`config.mk`:
```
export PLATFORM = sky130hd
export DESIGN_NAME = mem_wb_stage_flat
export DESIGN_NICKNAME = d
export VERILOG_FILES = /design/src/rtl/mem_wb_stage_if.sv /design/src/rtl/mem_wb_stage.sv /design/src/flat_wrapper.sv
export SDC_FILE = /design/constraint.sdc
export NUM_CORES = 1
export LEC_CHECK = 0
export BUFFER_PORTS_ARGS = -buffer_cell sky130_fd_sc_hd__clkbuf_2
export CAP_MARGIN = 30
export CORE_MARGIN = 2
export CORE_UTILIZATION = 30
export DETAILED_ROUTE_END_ITERATION = 8
export SLEW_MARGIN = 5
export SYNTH_ARGS = -nofsm -noshare
export SYNTH_HDL_FRONTEND = slang
export SYNTH_SLANG_ARGS = --single-unit
```
`constraint.sdc`:
```
create_clock -name clk -period 8.7 [get_ports clk]
set_clock_uncertainty 0.1 [all_clocks]
set_input_delay 1.74 -clock clk [delete_from_list [all_inputs] [get_ports clk]]
set_output_delay 1.74 -clock clk [all_outputs]
set_load 0.005 [all_outputs]
```
`src/rtl/mem_wb_stage_if.sv`:
```
// Data-memory bus between the MEM stage (master) and the memory (slave).
// Request side is registered by the master; the memory answers with a
// single-cycle dm_ack carrying dm_rdata.
interface mem_wb_stage_if #(
  parameter int AW = 32
) ();
  logic          dm_req;
  logic          dm_we;
  logic [AW-1:0] dm_addr;
  logic [31:0]   dm_wdata;
  logic [31:0]   dm_rdata;
  logic          dm_ack;

  modport master (
    output dm_req, dm_we, dm_addr, dm_wdata,
    input  dm_rdata, dm_ack
  );

  modport slave (
    input  dm_req, dm_we, dm_addr, dm_wdata,
    output dm_rdata, dm_ack
  );
endinterface

```
`src/rtl/mem_wb_stage.sv`:
```
// MEM/WB stage: issues data-memory accesses over a req/ack bus, stalls the
// pipeline while an access is outstanding, owns HI/LO and registers the
// writeback result for the register file.
module mem_wb_stage #(
  parameter int TIMEOUT = 16,
  parameter int AW      = 32
) (
  input  logic        clk,
  input  logic        rst,
  input  logic        validM,
  input  logic        dm2_regM,
  input  logic        we_dmM,
  input  logic        we_regM,
  input  logic        jalM,
  input  logic        hi_loM,
  input  logic        mf_hi_loM,
  input  logic        mf_selM,
  input  logic [31:0] alu_outM,
  input  logic [31:0] wd_dmM,
  input  logic [4:0]  rf_waM,
  input  logic [31:0] pc_plus4M,
  input  logic [31:0] hi_regM,
  input  logic [31:0] lo_regM,
  output logic        stall,
  mem_wb_stage_if.master dm,
  output logic        we_regW,
  output logic [4:0]  rf_waW,
  output logic [31:0] rf_wdW,
  output logic [31:0] hi_out,
  output logic [31:0] lo_out,
  output logic        bus_err
);

  typedef enum logic {IDLE, WAIT} state_t;

  // Last WAIT cycle index before the access is abandoned.
  localparam logic [7:0] TO_LAST = 8'(TIMEOUT - 1);

  state_t        state_q, state_d;
  logic [7:0]    cnt_q, cnt_d;
  logic          req_q, req_d;
  logic          we_q, we_d;
  logic [AW-1:0] addr_q, addr_d;
  logic [31:0]   wdata_q, wdata_d;
  logic          we_regW_q, we_regW_d;
  logic [4:0]    rf_waW_q, rf_waW_d;
  logic [31:0]   rf_wdW_q, rf_wdW_d;
  logic [31:0]   hi_q, hi_d;
  logic [31:0]   lo_q, lo_d;
  logic          bus_err_q, bus_err_d;

  logic          memop;
  logic          timeout_hit;
  logic [31:0]   wb_val;

  // Stall and writeback-source selection for the instruction sitting in MEM.
  always_comb begin
    memop       = validM & (dm2_regM | we_dmM);
    timeout_hit = (state_q == WAIT) & (cnt_q == TO_LAST) & ~dm.dm_ack;
    stall       = ((state_q == IDLE) & memop) |
                  ((state_q == WAIT) & ~dm.dm_ack & ~timeout_hit);
    if (jalM)           wb_val = pc_plus4M;
    else if (mf_hi_loM) wb_val = mf_selM ? hi_q : lo_q;
    else                wb_val = alu_outM;
  end

  // Next-state logic: issue access from IDLE, resolve ack/timeout in WAIT.
  always_comb begin
    state_d   = state_q;
    cnt_d     = cnt_q;
    req_d     = req_q;
    we_d      = we_q;
    addr_d    = addr_q;
    wdata_d   = wdata_q;
    we_regW_d = we_regW_q;
    rf_waW_d  = rf_waW_q;
    rf_wdW_d  = rf_wdW_q;
    hi_d      = hi_q;
    lo_d      = lo_q;
    bus_err_d = 1'b0;
    unique case (state_q)
      IDLE: begin
        if (memop) begin
          state_d   = WAIT;
          req_d     = 1'b1;
          we_d      = we_dmM;
          addr_d    = alu_outM[AW-1:0];
          wdata_d   = wd_dmM;
          cnt_d     = '0;
          we_regW_d = 1'b0;
        end else begin
          we_regW_d = validM & we_regM;
          rf_waW_d  = rf_waM;
          rf_wdW_d  = wb_val;
          if (validM & hi_loM) begin
            hi_d = hi_regM;
            lo_d = lo_regM;
          end
        end
      end
      WAIT: begin
        cnt_d     = cnt_q + 8'd1;
        we_regW_d = 1'b0;
        if (dm.dm_ack) begin
          state_d = IDLE;
          req_d   = 1'b0;
          if (!we_q) begin
            we_regW_d = we_regM;
            rf_waW_d  = rf_waM;
            rf_wdW_d  = dm.dm_rdata;
          end
        end else if (timeout_hit) begin
          state_d   = IDLE;
          req_d     = 1'b0;
          bus_err_d = 1'b1;
        end
      end
      default: state_d = IDLE;
    endcase
  end

  // State and output registers; reset abandons any outstanding access.
  always_ff @(posedge clk or posedge rst) begin
    if (rst) begin
      state_q   <= IDLE;
      cnt_q     <= '0;
      req_q     <= 1'b0;
      we_q      <= 1'b0;
      addr_q    <= '0;
      wdata_q   <= '0;
      we_regW_q <= 1'b0;
      rf_waW_q  <= '0;
      rf_wdW_q  <= '0;
      hi_q      <= '0;
      lo_q      <= '0;
      bus_err_q <= 1'b0;
    end else begin
      state_q   <= state_d;
      cnt_q     <= cnt_d;
      req_q     <= req_d;
      we_q      <= we_d;
      addr_q    <= addr_d;
      wdata_q   <= wdata_d;
      we_regW_q <= we_regW_d;
      rf_waW_q  <= rf_waW_d;
      rf_wdW_q  <= rf_wdW_d;
      hi_q      <= hi_d;
      lo_q      <= lo_d;
      bus_err_q <= bus_err_d;
    end
  end

  assign dm.dm_req   = req_q;
  assign dm.dm_we    = we_q;
  assign dm.dm_addr  = addr_q;
  assign dm.dm_wdata = wdata_q;
  assign we_regW     = we_regW_q;
  assign rf_waW      = rf_waW_q;
  assign rf_wdW      = rf_wdW_q;
  assign hi_out      = hi_q;
  assign lo_out      = lo_q;
  assign bus_err     = bus_err_q;

endmodule

```
`src/flat_wrapper.sv`:
```
// flat-port wrapper written by rule: the top's interface ports become plain ports
module mem_wb_stage_flat 
#(
  parameter int TIMEOUT = 16,
  parameter int AW      = 32
)
  (clk, rst, validM, dm2_regM, we_dmM, we_regM, jalM, hi_loM, mf_hi_loM, mf_selM, alu_outM, wd_dmM, rf_waM, pc_plus4M, hi_regM, lo_regM, stall, we_regW, rf_waW, rf_wdW, hi_out, lo_out, bus_err, dm_dm_req, dm_dm_we, dm_dm_addr, dm_dm_wdata, dm_dm_rdata, dm_dm_ack);
  mem_wb_stage_if #(.AW(AW)) dm_i ();
  input  logic clk;
  input  logic rst;
  input  logic validM;
  input  logic dm2_regM;
  input  logic we_dmM;
  input  logic we_regM;
  input  logic jalM;
  input  logic hi_loM;
  input  logic mf_hi_loM;
  input  logic mf_selM;
  input  logic [31:0] alu_outM;
  input  logic [31:0] wd_dmM;
  input  logic [4:0] rf_waM;
  input  logic [31:0] pc_plus4M;
  input  logic [31:0] hi_regM;
  input  logic [31:0] lo_regM;
  output logic stall;
  output logic we_regW;
  output logic [4:0] rf_waW;
  output logic [31:0] rf_wdW;
  output logic [31:0] hi_out;
  output logic [31:0] lo_out;
  output logic bus_err;
  output wire logic [$bits(dm_i.dm_req)-1:0] dm_dm_req;
  output wire logic [$bits(dm_i.dm_we)-1:0] dm_dm_we;
  output wire logic [$bits(dm_i.dm_addr)-1:0] dm_dm_addr;
  output wire logic [$bits(dm_i.dm_wdata)-1:0] dm_dm_wdata;
  input wire logic [$bits(dm_i.dm_rdata)-1:0] dm_dm_rdata;
  input wire logic [$bits(dm_i.dm_ack)-1:0] dm_dm_ack;
  assign dm_dm_req = dm_i.dm_req;
  assign dm_dm_we = dm_i.dm_we;
  assign dm_dm_addr = dm_i.dm_addr;
  assign dm_dm_wdata = dm_i.dm_wdata;
  assign dm_i.dm_rdata = dm_dm_rdata;
  assign dm_i.dm_ack = dm_dm_ack;
  mem_wb_stage #(.TIMEOUT(TIMEOUT), .AW(AW)) u_core (.clk(clk), .rst(rst), .validM(validM), .dm2_regM(dm2_regM), .we_dmM(we_dmM), .we_regM(we_regM), .jalM(jalM), .hi_loM(hi_loM), .mf_hi_loM(mf_hi_loM), .mf_selM(mf_selM), .alu_outM(alu_outM), .wd_dmM(wd_dmM), .rf_waM(rf_waM), .pc_plus4M(pc_plus4M), .hi_regM(hi_regM), .lo_regM(lo_regM), .stall(stall), .dm(dm_i), .we_regW(we_regW), .rf_waW(rf_waW), .rf_wdW(rf_wdW), .hi_out(hi_out), .lo_out(lo_out), .bus_err(bus_err));
endmodule
```
Yosys cells after proc, flatten, opt, wreduce, memory -nomap -nowiden
Cells that the tools add are included.
Operators by class
  add/subtract/negate cells: 1
  $mul: 0
  bitwise logic cells: 14
  order comparisons: 0
  mux-type cells: 28
  shifts and indexed selects: 0
  divide/modulo/power cells: 0
  reduce and logical (&&, ||, !) cells: 4
  equality and inequality tests: 6
Operators with widths (number)
  $mux W32: 6
  $pmux W32 S2: 1
  $pmux W8 S2: 1
  $mux W5: 3
  $mux W1: 12
  $pmux W5 S2: 1
  $add A8 B1 Y8 const B: 1
  $and A1 B1 Y1: 8
  $eq A8 B4 Y1 const B: 1
  $mux W8: 1
  $ne A2 B2 Y1 const B: 3
  $pmux W1 S2: 3
  $reduce_and A3 Y1: 2
  $not A1 Y1: 4
  $reduce_and A2 Y1: 2
  $ne A3 B3 Y1 const B: 1
  $ne A2 B1 Y1 const B: 1
  $or A1 B1 Y1: 2
Word-level totals
  bits in registers: 178
  bits in read-only memories: 0
  memories: 0
  bits in writable memories: 0
  output and inout bits: 170
  bits in latches: 0
  input port bits: 208

Depth between registers and ports, before layout
Gate-level depths: netlist of the first run.
  word-level depth: 6
  mapped depth: 6
  mapped depth without buffers: 4

Worst setup path before layout of the first run
Ideal clock, no wire load.
  path kind: input-to-output
  from: input port we_dmM
  to: output port stall
  stages on the path: 4
  path slack: 4.488 ns
  data required time: 6.860 ns
  arrival time: 2.372 ns
  buffers on the path: 1
  cell sequence: o21a_1 -> nand2_2 -> buf_2 -> a21oi_1
Between the ends
  cells in the longest elaborated chain, start to end: 4
RTL lines
  start: declaration: line flat_wrapper.sv:13  | input logic we_dmM;
  $or A1 B1 Y1: line mem_wb_stage.sv:58  | memop = validM & (dm2_regM | we_dmM);
  $and A1 B1 Y1: line mem_wb_stage.sv:58
  $and A1 B1 Y1: line mem_wb_stage.sv:60  | stall = ((state_q == IDLE) & memop) |
  $or A1 B1 Y1: line mem_wb_stage.sv:60
  end: declaration: line flat_wrapper.sv:25  | output logic stall;
No other way between the ends.

Worst setup path in the final report of the first run
  from: input port validM
  to: output port stall
Between the ends
  cells in the longest elaborated chain, start to end: 3
RTL lines
  start: declaration: line flat_wrapper.sv:11  | input logic validM;
  $and A1 B1 Y1: line mem_wb_stage.sv:58
  $and A1 B1 Y1: line mem_wb_stage.sv:60
  $or A1 B1 Y1: line mem_wb_stage.sv:60
No other way between the ends.

==> flow_summary.ini, run 1 <==
[status]
status = finished clean

[sta]
rsz0062_at_grt = false
worst_slack_ns = 3.94
fmax_ghz = 0.210
slew_headroom_pct = 36.4
worst_slew_pin_slew_ns = 0.954
tns_ns = 0
final_max_slew_viol_count = 0
post-route-min-period_ns = 4.76
fin_crit_sh_pct = 54.7
setup_violations = 0
hold_viol = 0

[synth]
syn_avg_cell_area_um2 = 12.9
synth-seq-cells = 178
netlist_area_um2 = 8240
synth_top_area_share_pct = 54.1
ys_top_cells_by_count = dfrtp_1, mux2_2, inv_1
yosysTopAreaCell = dfrtp_1
synth_fp_nets = 850
synth_enable_flop_cells = 0
ys_warn_count = 0
ys_seq_area_share_pct = 54.1
ys_async_sr_fraction_pct = 100
syn_inst = 641
synth_ff_type = dfrtp_1
synthTopCellsByArea = dfrtp_1, mux2_2, a221oi_1, o221ai_1, a21o_1
synthMostInstantiatedCell = dfrtp_1
yosys.cell_types.count = 39

[floorplanning]
core-area_um2 = 27000
die_area_um2 = 28800
die_w_um = 170
start_util_pct = 30.6
pin_count = 378
row_count = 60
chipHeight_um = 170

[setup_path]
cp.required_ns = 6.86
critPathBufInv = 2
cpLargestDelayFamily = compound AO/OA/AOI/OAI gates
worst_r2r_startpoint = u_core.state_q$_DFF_PP0_
r2r_setup_slack_ns = 6.00
cp-end-kind = primary output
path_cells = clkbuf_2 > o21a_1 > nand2_2 > a21oi_1 > clkbuf_2
rr_worst_depth = 4
crit_path_max_fanout = 26
reg2reg_to = u_core.rf_waW[0]$_DFFE_PP0P_
slowest_stage = nand2_2
crit_top_cell = clkbuf_2
criticalPathCategory = input pin to primary output
crit_arrival_ns = 2.92
endpoint = stall
cp.depth = 5
cp-start-kind = input pin
slowest_delay_ns = 0.39
worstSetupStartpoint = validM

[final_layout]
synthToLayoutAreaGrowth_pct = 35.3
insertedDiodeCount = 0
drive_gt1_share_pct = 57.3
final_net_count = 1203
fill_cells = 2633

[drt]
totalWireLength_um = 25100
detailroute.via_count = 6625
final_antenna_net_count = 0
drtIter0Drc = 289
drt-pass1-iter-count = 4
avgViaCountPerCell = 4.91
drc_errors = 0
post_drt_wl_per_cell_um = 18.6

[pwr]
power_density_nw_per_um2 = 255
peakVddDrop_mv = 0.136
p_leak_nw = 5.52

[flow_run]
drv_cap = 0

[global_route]
antenna_found_initial = 0
grt_pass1_wl_um = 38900
track_usage_pct = 17.3
grt.overflow.total = 0
grt_pass1_vias = 6994
grt_max_degree = 80

[clocking]
cts_resized = 0
clkSlewWorstSetupHoldPaths_ns = 0.07
numCtsBuffers = 17
clk_latency_ns = 0.42
clockBufferDepth = 2
clockRootBuffer = clkbuf_16
cts_hold_buf = 0
cts_tree = done
htreeDepth = 4
clock_sinks = 178
post_cts_buffers = 0

[placed_design]
hpwl_um = 18300
gp_congestion = 0.781
dp_slack_ns = 3.92
io_buffer_count = 377

[worst_hold_path]
hold_path_class = register to register
power by group:
| group | internal (mW) | switching (mW) | leakage (nW) |
|---|---|---|---|
| clock | 0.478 | 0.376 | 0.315 |
| sequential | 1.05 | 0.146 | 2.14 |
| combinational | 0.428 | 0.359 | 3.07 |
| total | 1.96 | 0.881 | 5.52 |
cell type report:
| cell class | instances | area (µm²) | area share [%] |
|---|---|---|---|
| tap | 341 | 427 | 3.83 |
| timing repair buffer | 388 | 2060 | 18.5 |
| clock buffer | 18 | 439 | 3.94 |
| clock inverter | 14 | 210 | 1.89 |
| multi-input combinational | 372 | 3410 | 30.6 |
| sequential | 178 | 4460 | 40.0 |
| inverter | 37 | 144 | 1.29 |
layout by cell type, fill, tap and decap left out, drive strengths merged:
master,count
a21o,32
a21oi,2
a221oi,33
a22oi,1
and2b,1
buf,11
bufinv,3
clkbuf,395
clkinv,3
clkinvlp,1
dfrtp,178
ha,1
inv,44
mux2,166
mux2i,2
nand2,5
nand2b,34
nand3,3
nand4,2
nor2,7
nor2b,3
nor3,3
o211ai,1
o21a,1
o21ai,3
o221ai,33
o22a,1
o22ai,32
o31ai,2
or4,1
xnor2,1
xor2,2
worst min path at each step:
stage | startpoint | to | slack (ns) | depth (start not counted)
2_1_floorplan | u_core.cnt_q[7]$_DFFE_PP0P_ | u_core.cnt_q[7]$_DFFE_PP0P_ | 0.33 | 1
3_3_place_gp | u_core.cnt_q[7]$_DFFE_PP0P_ | u_core.cnt_q[7]$_DFFE_PP0P_ | 0.35 | 1
3_5_place_dp | u_core.cnt_q[7]$_DFFE_PP0P_ | u_core.cnt_q[7]$_DFFE_PP0P_ | 0.36 | 1
4_1_cts | u_core.cnt_q[7]$_DFFE_PP0P_ | u_core.cnt_q[7]$_DFFE_PP0P_ | 0.37 | 1
5_1_grt | u_core.cnt_q[7]$_DFFE_PP0P_ | u_core.cnt_q[7]$_DFFE_PP0P_ | 0.38 | 1
6_report | u_core.cnt_q[7]$_DFFE_PP0P_ | u_core.cnt_q[7]$_DFFE_PP0P_ | 0.37 | 1
kinds of logic after synthesis:
| group | Yosys count | synth area share [%] |
|---|---|---|
| muxes | 168 | 22.9 |
| buffers and inverters | 91 | 4.96 |
| DFF | 178 | 54.1 |
| adders and majority gates | 1 | 0.152 |
| AOI/OAI and AO/OA | 141 | 13.2 |
| and+or+nand+nor | 59 | 4.36 |
| xor gates and xnor gates | 3 | 0.319 |
routing by layer:
layer  routed length, µm  global-route usage, %  up-vias
li1                    -                      -     3078
met5                   0                      0        -
met2               12500                   29.2      243
met1               10300                   21.2     3271
met4                 479                   5.43        0
met3                1840                   5.18       33
state kept, by name (all words and copies together) (netlist names):
name                cells
u_core.cnt_q            8
u_core.bus_err          1
u_core.lo_out          32
u_core.dm.dm_addr      32
u_core.state_q          1
u_core.dm.dm_req        1
u_core.rf_waW           5
u_core.we_regW          1
u_core.dm.dm_we         1
u_core.rf_wdW          32
u_core.dm.dm_wdata     32
u_core.hi_out          32
worst reg2reg max path, delay by kind of cell (launching register included):
family | cells | cell delay (ns)
AOI/OAI and AO/OA | 1 | 0.86
buffers and inverters | 1 | 0.35
and+or+nand+nor | 1 | 0.54
muxes | 1 | 0.39
DFF | 1 | 0.34
stage by stage:
stage | hold WS (ns) | utilization [%] | cells | area [µm²] | power, mW
final | 0.365 | 41.4 | 1348 | 11200 | 2.84
after global routing | 0.382 | 41.4 | 1348 | 11200 | 3.02
after CTS | 0.367 | 41.2 | 1346 | 11100 | 2.88
after detailed placement | 0.357 | 38.8 | 1314 | 10400 | 2.01
after global placement | 0.353 | 38.5 | 1311 | 10400 | 1.99
after floorplan | 0.333 | - | 641 | 8240 | 1.61
No activity file was read; power rests on OpenSTA's default activity.
==> inputs of run 2 (changes only) <==
--- a/config.mk
+++ b/config.mk
@@ -5,6 +5,7 @@
 export SDC_FILE = /design/constraint.sdc
 export NUM_CORES = 1
 export LEC_CHECK = 0
+export ABC_AREA = 1
 export BUFFER_PORTS_ARGS = -buffer_cell sky130_fd_sc_hd__clkbuf_2
 export CAP_MARGIN = 30
 export CORE_MARGIN = 2
==> constraint.sdc (replaced) <==
create_clock -name clk -period 3.8 [get_ports clk]
set_clock_uncertainty 0.1 [all_clocks]
set_input_delay 0.76 -clock clk [delete_from_list [all_inputs] [get_ports clk]]
set_output_delay 0.76 -clock clk [all_outputs]
set_load 0.005 [all_outputs]
==> flow_summary.ini, run 2 <==
[placed_design]
hpwl_um = 25500
gp_congestion = 0.847
io_buffer_count = 377

[sta]
worst_slew_pin_slew_ns = 0.864
final_max_slew_viol_count = 0
rsz0062_at_grt = false
holdWs_ns = 0.203
setup_violations = 0
post-route-min-period_ns = 2.78
slew_headroom_pct = 42.4
hold_viol = 0
fin_crit_sh_pct = 73.1
fmax_ghz = 0.360
tns_ns = 0

[floorplanning]
die_w_um = 176
die_area_um2 = 30800
chipHeight_um = 176
pin_count = 378
core-area_um2 = 28900
start_util_pct = 30.6
row_count = 62

[global_route]
antenna_found_initial = 1
grt.overflow.total = 0
grt_pass1_wl_um = 50800
grt_max_degree = 76
grt_pass1_vias = 8753
track_usage_pct = 21.9

[synth]
synth_ff_type = dfrtp_1
yosysTopAreaCell = dfrtp_1
ys_top_cells_by_count = nand2_1, dfrtp_1, inv_1
ys_async_sr_fraction_pct = 100
synth_fp_nets = 1369
netlist_area_um2 = 8830
ys_warn_count = 0
ys_seq_area_share_pct = 50.4
synthTopCellsByArea = dfrtp_1, nand2_1, a21oi_1, inv_1, nor2_1
synth-seq-cells = 178
syn_avg_cell_area_um2 = 7.62
yosys.cell_types.count = 25
synthMostInstantiatedCell = nand2_1
synth_enable_flop_cells = 0
syn_inst = 1160
synth_top_area_share_pct = 50.4

[worst_hold_path]
hold_path_class = input pin to async pin

[drt]
final_antenna_net_count = 0
drc_errors = 0
totalWireLength_um = 33700
drt-pass1-iter-count = 5
detailroute.via_count = 8642
post_drt_wl_per_cell_um = 17.8
drtIter0Drc = 353
avgViaCountPerCell = 4.56

[pwr]
peakVddDrop_mv = 0.286
p_leak_nw = 6.65
power_density_nw_per_um2 = 649

[final_layout]
final_net_count = 1710
insertedDiodeCount = 0
drive_gt1_share_pct = 31.3
final_common_cell = nand2_1
fill_cells = 3066
final_cell_mix = nand2_1, clkbuf_2, dfrtp_1, inv_1, nor2_1
synthToLayoutAreaGrowth_pct = 31.0

[status]
status = finished clean

[clocking]
clk_latency_ns = 0.43
clockRootBuffer = clkbuf_16
cts_resized = 0
numCtsBuffers = 17
clockBufferDepth = 2
clock_sinks = 178
htreeDepth = 4
post_cts_buffers = 0
cts_tree = done
cts_hold_buf = 0
clkSlewWorstSetupHoldPaths_ns = 0.07

[setup_path]
cp-start-kind = register
cpLargestDelayFamily = simple AND/OR/NAND/NOR gates
cp.required_ns = 2.94
crit_arrival_ns = 1.92
cp-end-kind = primary output
crit_path_max_fanout = 12
slowest_stage = dfrtp_1
path_cells = nand3_1 > nor2_1 > nand3_1 > nand2_1 > nor2_1 > clkbuf_2
criticalPathCategory = register to primary output
critPathBufInv = 1
slowest_delay_ns = 0.66

[flow_run]
drv_cap = 0
-- run 2: worst paths after layout --
path                                                     to  cells after the start                        startpoint  slack [ns]
setup / recovery                                      stall                      6          u_core.state_q$_DFF_PP0_        1.02
hold / removal                 u_core.lo_out[8]$_DFFE_PP0P_                      2                               rst        0.20
setup reg to reg               u_core.rf_wdW[0]$_DFFE_PP0P_                      4          u_core.state_q$_DFF_PP0_        1.54
hold reg to reg            u_core.dm.dm_addr[3]$_DFFE_PP0P_                      2  u_core.dm.dm_addr[3]$_DFFE_PP0P_        0.37
max in group asynchronous     u_core.rf_wdW[24]$_DFFE_PP0P_                      3                               rst        2.67
min in group clk           u_core.dm.dm_addr[3]$_DFFE_PP0P_                      2  u_core.dm.dm_addr[3]$_DFFE_PP0P_        0.37
-- run 2: routing by layer --
layer	up-vias	part of all wire (%)	GRT usage [%]
li1	4248	-	-
met1	4052	38	23.9
met2	309	52	40.7
met3	31	7.6	6.54
met4	2	2.2	6.54
met5	-	0.033	0
-- run 2: report_power, final --
| group | internal (mW) | total, mW | switching, mW |
|---|---|---|---|
| Sequential | 2.59 | 3.02 | 0.421 |
| Clock | 1.15 | 1.93 | 0.773 |
| Combinational | 1.04 | 2.56 | 1.52 |
| Total | 4.79 | 7.51 | 2.71 |
-- run 2: kinds of logic (layout without fill, tap and decap cells) --
logic type / count (synthesis) / after routing / synth area share, %
and+or+nand+nor: 661 / 661 / 29.6
buffers and inverters: 180 / 533 / 9.80
adders and majority gates: 1 / 1 / 0.142
AOI/OAI and AO/OA: 140 / 140 / 10.0
DFF: 178 / 178 / 50.4
-- run 2: area by class of cell --
class / instances / area, µm² / share of cell area, %
clock buffer: 23 / 478 / 4.13
clock inverter: 8 / 151 / 1.31
inverter: 109 / 413 / 3.57
multi-input combinational: 802 / 3520 / 30.4
sequential: 178 / 4450 / 38.5
tap: 384 / 480 / 4.15
timing repair buffer: 393 / 2070 / 17.9
-- run 2: worst register-to-register path: stages (launching register included) --
cell and delay [ns]:
dfrtp_1 0.66, nand3_4 0.74, a21oi_1 0.54, nand2_1 0.11, nand2_1 0.06
-- run 2: metrics by stage --
stage | util, % | cell area, µm² | cells | total power, mW | setup slack, ns
detailed placement | 37.9 | 10900 | 1866 | 5.67 | 1.30
floorplan | - | 8840 | 1160 | 4.32 | 0.659
global placement | 37.9 | 10900 | 1866 | 5.62 | 1.33
finish | 40.1 | 11600 | 1897 | 7.51 | 1.02
CTS | 40.1 | 11600 | 1897 | 7.63 | 0.977
global route | 40.1 | 11600 | 1897 | 8.07 | 0.877
==> inputs of run 3 (changes only) <==
==> constraint.sdc (replaced) <==
create_clock -name clk -period 2.5 [get_ports clk]
set_clock_uncertainty 0.1 [all_clocks]
set_input_delay 0.5 -clock clk [delete_from_list [all_inputs] [get_ports clk]]
set_output_delay 0.5 -clock clk [all_outputs]
set_load 0.005 [all_outputs]
==> flow_summary.ini, run 3 (same netlist as run 2, synthesis figures left out) <==
[status]
status = finished clean

[global_route]
grt.overflow.total = 0
track_usage_pct = 19.9
grt_pass1_wl_um = 47100
antenna_found_initial = 2
grt_pass1_vias = 8532
grt_max_degree = 93

[setup_path]
criticalPathCategory = register to primary output
rr_worst_depth = 5
cpLargestDelayFamily = simple AND/OR/NAND/NOR gates
cp-start-kind = register
critPathBufInv = 2
slowest_delay_ns = 0.44
crit_path_max_fanout = 9
crit_top_cell = nand3_1
cp.required_ns = 1.90
crit_arrival_ns = 1.67
cp.depth = 7
path_cells = buf_4 > nand3_1 > nor2_2 > nand3_1 > nand2_1 > nor2_1 > clkbuf_2
slowest_stage = dfrtp_2
cp-end-kind = primary output

[placed_design]
hpwl_um = 23300
io_buffer_count = 377
gp_congestion = 0.858
dpl_cell_area_um2 = 11000
dp.cells = 1875

[clocking]
clockBufferDepth = 2
numCtsBuffers = 17
clock_sinks = 178
clockRootBuffer = clkbuf_16
cts_tree = done
htreeDepth = 4
clkSlewWorstSetupHoldPaths_ns = 0.07
clk_latency_ns = 0.42

[pwr]
total_power_mw = 10.9
power_density_nw_per_um2 = 943
p_leak_nw = 6.65
peakVddDrop_mv = 0.367

[drt]
drtIter0Drc = 440
detailroute.via_count = 8437
totalWireLength_um = 31000
final_antenna_net_count = 0
drc_errors = 0
drt-pass1-iter-count = 5
post_drt_wl_per_cell_um = 16.2
avgViaCountPerCell = 4.42

[floorplanning]
die_area_um2 = 30800
die_w_um = 176
pin_count = 378
row_count = 62
start_util_pct = 30.6
chipHeight_um = 176
core-area_um2 = 28900

[final_layout]
fin_cells = 1908
final_cell_mix = nand2_1, clkbuf_2, dfrtp_1, inv_1, nor2_1
final_net_count = 1719
drive_gt1_share_pct = 32.0
synthToLayoutAreaGrowth_pct = 30.9
fin_area_um2 = 11600
fill_cells = 3065
final_common_cell = nand2_1

[sta]
rsz0062_at_grt = false
hold_viol = 0
worst_slew_pin_slew_ns = 0.799
slew_headroom_pct = 46.7
post-route-min-period_ns = 2.27
fmax_ghz = 0.441
fin_crit_sh_pct = 90.7
final_max_slew_viol_count = 0
setup_violations = 0

[flow_run]
drv_cap = 0

[worst_hold_path]
hold_path_class = input pin to async pin
[run 3: cell count changes in the layout (fill, tap and decap cells not counted)]
cell,previous run,this run
buf_4,11,19
inv_6,0,5
bufinv_16,4,0
clkinv_2,0,4
clkbuf_8,3,0
clkbuf_1,3,1
buf_12,5,6
clkinv_4,1,2
dfrtp_1,178,177
dfrtp_2,0,1
diode_2,0,1
nor2_1,104,103
nor2_2,0,1
[run 3: repair_timing]
action                     4_1_cts  5_1_grt
hold buffers                     0        0
hold endpoints to repair         0        0
resized for setup                0        2
setup endpoints to repair        0        1
buffers inserted                 0        0
[run 3: worst reg2reg max path: stages (launching register included)]
cell	delay [ns]
dfrtp_2	0.46
inv_2	0.23
nand4_4	0.39
buf_4	0.38
nor2_1	0.15
a21oi_2	0.04
[run 3: path summary, 6_finish.rpt]
check | from | to | slack [ns]
max | u_core.state_q$_DFF_PP0_ | stall | 0.23
min | rst | u_core.hi_out[3]$_DFFE_PP0P_ | 0.1
max reg2reg | u_core.state_q$_DFF_PP0_ | u_core.hi_out[13]$_DFFE_PP0P_ | 0.65
min reg2reg | u_core.dm.dm_wdata[7]$_DFFE_PP0P_ | u_core.dm.dm_wdata[7]$_DFFE_PP0P_ | 0.37
max in group asynchronous | rst | u_core.rf_wdW[24]$_DFFE_PP0P_ | 1.71
min in group clk | rf_waM[3] | u_core.rf_waW[3]$_DFFE_PP0P_ | 0.17
[run 3: per-layer routing]
layer  track usage [%]  vias up  wire length (µm)
met5                 0        -                13
met4              5.41        2               533
met3              6.39       26              2580
met2              35.3      307             15500
met1              23.2     3835             12400
li1                  -     4267                 -
[run 3: stage by stage]
stage,TNS (ns),util (%),hold slack (ns),setup slack (ns)
after global placement,0,38.2,0.353,0.478
final,0,40.1,0.0952,0.233
after CTS,0,40.0,0.125,0.0824
after global routing,0,40.0,0.140,0.0496
after floorplan,-67.75,-,0.365,-0.381
after detailed placement,0,38.2,0.359,0.455
[run 3: report_power, final]
part           switching (mW)  leakage, nW  internal, mW
combinational            2.19         4.30          1.61
sequential              0.627         2.09          3.94
clock                    1.24        0.258          1.29
[run 3: cell type report]
cell class	count	area (µm²)	area share [%]
clock inverter	14	104	0.898
sequential	178	4460	38.5
clock buffer	18	429	3.71
timing repair buffer	402	2150	18.6
multi-input combinational	802	3520	30.5
tap	384	480	4.16
inverter	109	413	3.57
antenna	1	2.50	0.0216
